### src/rtl/ccx_misr_compactor.sv
// Windowed MISR compactor for one CCX crossbar lane: folds WINDOW enabled cycles
// of lane data into a DATA_W-bit signature and strobes misr_reset at window start.
module ccx_misr_compactor #(
  parameter int                DATA_W = 101,
  parameter logic [DATA_W-1:0] POLY   = 101'h15,
  parameter int                WINDOW = 124
) (
  input  logic              clk,
  input  logic              rst,
  input  logic              ena,
  input  logic              start,
  input  logic              in_vld,
  input  logic [DATA_W-1:0] in_data,
  output logic              misr_reset,
  output logic [DATA_W-1:0] sig,
  output logic              sig_vld,
  output logic              busy
);

  localparam int CNT_W = (WINDOW < 1) ? 1 : $clog2(WINDOW + 1);

  typedef enum logic [1:0] {
    S_IDLE  = 2'd0,
    S_RESET = 2'd1,
    S_RUN   = 2'd2,
    S_DONE  = 2'd3
  } state_e;

  state_e             state_q;
  logic [CNT_W-1:0]   cnt_q;
  logic [DATA_W-1:0]  sig_q;
  logic [DATA_W-1:0]  sig_d;
  logic               misr_reset_q;
  logic               sig_vld_q;
  logic               busy_q;

  // One MISR step: shift left, fold POLY on MSB carry-out, XOR in the lane word.
  function automatic logic [DATA_W-1:0] misr_step(
    input logic [DATA_W-1:0] cur,
    input logic              vld,
    input logic [DATA_W-1:0] data
  );
    logic [DATA_W-1:0] nxt;
    nxt = {cur[DATA_W-2:0], 1'b0};
    if (cur[DATA_W-1]) begin
      nxt = nxt ^ POLY;
    end else begin
      nxt = nxt;
    end
    if (vld) begin
      nxt = nxt ^ data;
    end else begin
      nxt = nxt;
    end
    return nxt;
  endfunction

  // Candidate signature for the current RUN cycle.
  always_comb begin
    sig_d = misr_step(sig_q, in_vld, in_data);
  end

  // Window FSM; the strobe/status outputs are registered decodes of the next state.
  always_ff @(posedge clk) begin
    if (rst) begin
      state_q      <= S_IDLE;
      cnt_q        <= '0;
      sig_q        <= '0;
      misr_reset_q <= 1'b0;
      sig_vld_q    <= 1'b0;
      busy_q       <= 1'b0;
    end else begin
      case (state_q)
        S_IDLE: begin
          if (start) begin
            state_q      <= S_RESET;
            misr_reset_q <= 1'b1;
            busy_q       <= 1'b1;
          end
        end
        S_RESET: begin
          state_q      <= S_RUN;
          sig_q        <= '0;
          cnt_q        <= '0;
          misr_reset_q <= 1'b0;
          busy_q       <= 1'b1;
        end
        S_RUN: begin
          if (ena) begin
            sig_q <= sig_d;
            cnt_q <= cnt_q + CNT_W'(1);
            if (cnt_q == CNT_W'(WINDOW - 1)) begin
              state_q   <= S_DONE;
              busy_q    <= 1'b0;
              sig_vld_q <= 1'b1;
            end
          end
        end
        S_DONE: begin
          if (start) begin
            state_q      <= S_RESET;
            sig_vld_q    <= 1'b0;
            misr_reset_q <= 1'b1;
            busy_q       <= 1'b1;
          end
        end
        default: begin
          state_q      <= S_IDLE;
          cnt_q        <= '0;
          sig_q        <= '0;
          misr_reset_q <= 1'b0;
          sig_vld_q    <= 1'b0;
          busy_q       <= 1'b0;
        end
      endcase
    end
  end

  assign misr_reset = misr_reset_q;
  assign sig        = sig_q;
  assign sig_vld    = sig_vld_q;
  assign busy       = busy_q;

endmodule

### config.mk
export PLATFORM = sky130hd
export DESIGN_NAME = ccx_misr_compactor
export DESIGN_NICKNAME = d
export VERILOG_FILES = /design/src/rtl/ccx_misr_compactor.sv
export SDC_FILE = /design/constraint.sdc
export NUM_CORES = 1
export LEC_CHECK = 0
export CAP_MARGIN = 10
export CORE_ASPECT_RATIO = 0.5
export CORE_MARGIN = 3
export CORE_UTILIZATION = 30
export DETAILED_ROUTE_END_ITERATION = 6
export GPL_TIMING_DRIVEN = 0
export PLACE_DENSITY = 0.7
export SETUP_SLACK_MARGIN = 0.3
export SYNTH_ARGS = -nofsm -noshare
export SYNTH_HDL_FRONTEND = slang
export SYNTH_SLANG_ARGS = --single-unit
### constraint.sdc
create_clock -name clk -period 2.8 [get_ports clk]
set_input_delay 0.42 -clock clk [delete_from_list [all_inputs] [get_ports clk]]
set_output_delay 0.42 -clock clk [all_outputs]
set_load 0.02 [all_outputs]
==> summary.txt <==
Run status
  • Outcome: finished clean

Power
  • Int Pwr: approximately 0.0037 W
  • Switch share: 0.326
  • Lkg Pwr: 2.89 nW
  • Net Sw Power: ~0.0018 W
  • Combinational power share: 0.278
  • Seq pwr share: 0.334
  • Clock share of power: 0.387
  • PwrDens: approximately 660 nW/um2
  • Pwr Total: roughly 0.0054 W
  • Worst VDD drop: between 0.4 and 0.5 mV

Clock tree
  • Worst-skew pair later-pin latency: 0.41 ns
  • Root buf cell: clkbuf_16
  • # Post-CTS Setup Buffers: 0
  • Num CTS Buffers: 17
  • CTS max path bufs: 2
  • H-tree levels: 4
  • Clock sink count: 113
  • CTS tree: built
  • Clock transition at path regs: roughly 0.050 ns

Timing
  • Final setup TNS: 0 ns
  • Unrepaired setup endpoints after global routing: no
  • Slew @ Worst Pin: 0.753 ns
  • Worst Skew: approximately 0.012 ns
  • Fin. Hold Viols: 0
  • Max-slew headroom: 0.498
  • Tmin final: approximately 2.2 ns
  • Max-slew violation count: 0
  • FMAX: roughly 450 MHz
  • Final Setup Violations: 0
  • Post-route clock period utilization: 0.792

Layout
  • Layout cells sized above 1: 0.0451
  • Fin util: 0.488
  • Area delta synth->final: 56.0%
  • Layout filler cell count: ~1.6k
  • Cell Count, Final, Fillers Out: 1,091
  • # diodes: 0
  • Layout Nets: slightly below 1k
  • Finished Cell Area: 8170 um2

Setup path
  • Crit path launch type: flip-flop
  • Crit path largest cell delay: between 0.4 and 0.5 ns
  • CP Capture Type: flip-flop
  • Crit path buffers/inverters: 4
  • Crit Path Max Fanout: 10
  • CP required: 3.13 ns
  • R2R cell count: 8
  • CP delay by family, top: buffers and inverters
  • Reg2reg setup slack: 0.58 ns
  • Worst r2r dst: sig[46]
  • Worst setup path category: flip-flop to flip-flop
  • CP arrival: around 2.6 ns
  • Critical path's slowest cell: buf_1
  • Launch instance of the worst register-to-register path: state_q[0]
  • Crit path cell chain: inv_1, ha_1, buf_2, mux2i_1, clkbuf_1, buf_1, a22oi_1, nor2_1
  • Crit. path cell count: 8

Detailed routing
  • Initial DRC count: roughly 260
  • Routed len/inst: 14.7 um
  • Post-DRT Antenna Nets: 0
  • Via count: 5,107
  • Final wirelength: ~16,000 um
  • Post-route DRC violation count: 0
  • DR pass1 iterations: 5
  • Via density: between 4 and 5

GRT
  • Largest net degree at the start of global routing: 17
  • First-pass GRT wire length: 25,500 um
  • Initial antenna violation count: 0
  • Overall global routing resource usage: 0.165
  • Vias in the first global route: 4,953
  • Grt total ovfl: 0

Placement
  • Routability cong.: approximately 0.8
  • Dpl cell area: 7590 um2
  • Post-Place Cells: about 1.1k
  • Port Buffers: just over 200
  • Post-DP HPWL: ~12,000 um

Logic synthesis
  • Ys Warns: 0
  • Synth top area share: 0.432
  • Count of cell types in the netlist: 29
  • Most area-hungry cell type in the Yosys netlist: dfxtp_1
  • Cell count after synthesis: 625
  • Top cells by area, synth: dfxtp_1 (43%), xnor2_1 (17%), a22oi_1 (15%), nand2_1 (7.7%), nor2_1 (7.6%)
  • Synth Area per Inst: 8.38 um2
  • Register area share after synthesis: 0.432
  • Synth Net Count: ~740
  • Yosys reg bits: around 110
  • Synth Cell Area: between 5000 and 6000 um2

Floorplan
  • Total core area: approximately 17,000 um2
  • Die area: between 15,000 and 20,000 um2
  • Ports: 210
  • Die Span Y: 99.4 um
  • Starting Density: 0.313
  • FP Rows: 33
  • Die Width: 193 um

Hold path
  • Hold Path Class: flip-flop to flip-flop
  • WHS Path Cells: 2
  • Hold_sp: busy
  • Hold EP: busy

Run
  • Max cap viols: 0
-- through the flow --
stage               setup WS, ns  hold slack [ns]
finish                     0.582            0.484
global placement           0.313            0.464
global route               0.358            0.500
CTS                        0.432            0.483
floorplan                   1.05            0.471
detailed placement         0.328            0.473
-- how the worst max path moves through the flow --
| stage | start | endpoint |
|---|---|---|
| 3_3_place_gp | ena | sig[23] |
| 6_report | state_q[0] | sig[46] |
| 2_1_floorplan | state_q[0] | sig[35] |
| 3_5_place_dp | ena | sig[18] |
| 4_1_cts | state_q[0] | sig[46] |
| 5_1_grt | state_q[0] | sig[46] |
-- Yosys cell counts, drive strengths merged --
cell,n
xor2,2
ha,5
nand2,109
o21ai,5
o31ai,1
and2,1
a31oi,1
o22ai,1
nand3,3
nor3,2
o21a,1
or3,2
a2111o,1
nor2b,2
or3b,1
or4,1
or2,1
inv,4
a21oi,5
xnor2,104
clkbuf,41
dfxtp,113
nor2,106
a22oi,102
buf,8
mux2i,3
-- cell type report --
cell class,instances,area (um2),share of cell area
plain buffers,49,193,0.0236
clock buffers,21,460,0.0564
clock inverters,11,113,0.0138
inverters,4,15.0,0.00184
multi-input cells,459,2770,0.339
flip-flops and latches,113,2260,0.277
well taps,227,284,0.0348
repair buffers,207,2070,0.254
-- timing repair --
item | 4_1_cts | 5_1_grt
resized for setup | 0 | 4
endpoints found under the setup margin | 0 | 42
hold buffers | 0 | 0
-- metal layers --
metal	part of all wire	track usage	vias to the layer above
met5	0	0	-
met4	0.014	0.0503	0
met3	0.025	0.0204	15
met2	0.50	0.284	82
met1	0.46	0.216	2473
li1	-	-	2537
-- worst register-to-register path, stage by stage (launching register included) --
cell and delay [ns]:
dfxtp_1 0.39, inv_1 0.09, ha_1 0.20, buf_2 0.17, mux2i_1 0.19, clkbuf_1 0.40, buf_1 0.42, a22oi_1 0.16
nor2_1 0.12
-- power by group through the flow --
stage / logic (W) / registers [W] / clock network (W)
floorplan: 0.000808 / 0.00193 / 0
global placement: 0.00148 / 0.00184 / 0
detailed placement: 0.00150 / 0.00185 / 0
CTS: 0.00151 / 0.00181 / 0.00215
global route: 0.00165 / 0.00183 / 0.00223
finish: 0.00151 / 0.00182 / 0.00210
-- flip-flops by register name, indices dropped and copies added, names as in the netlist --
signal and count:
sig 101, cnt_q 7, state_q 2, busy 1, misr_reset 1, sig_vld 1
-- kinds of logic after synthesis --
kind of cell	Yosys count	share of synthesized area
adder cells (fa/ha/maj)	5	0.0119
AND/OR/NAND/NOR	228	0.171
buffers and inverters	53	0.0392
multiplexers	3	0.00573
flip-flops	113	0.432
AO/OA/AOI/OAI	117	0.163
XOR/XNOR	106	0.177
-- cells in the final DEF, fill, tap and decap left out, types with 4 or more instances in the layout --
master	synthesis	final
clkdlybuf4s50_1	0	207
clkbuf_1	41	41
clkbuf_16	0	17
clkinv_2	0	6
a22oi_1	102	102
nand2_1	108	108
a21oi_1	5	5
xnor2_1	104	104
buf_2	5	5
dfxtp_1	113	113
nor2_1	106	106
inv_1	4	4
ha_1	5	5
o21ai_0	4	4
Note: power is estimated with default switching activity, not from simulation.
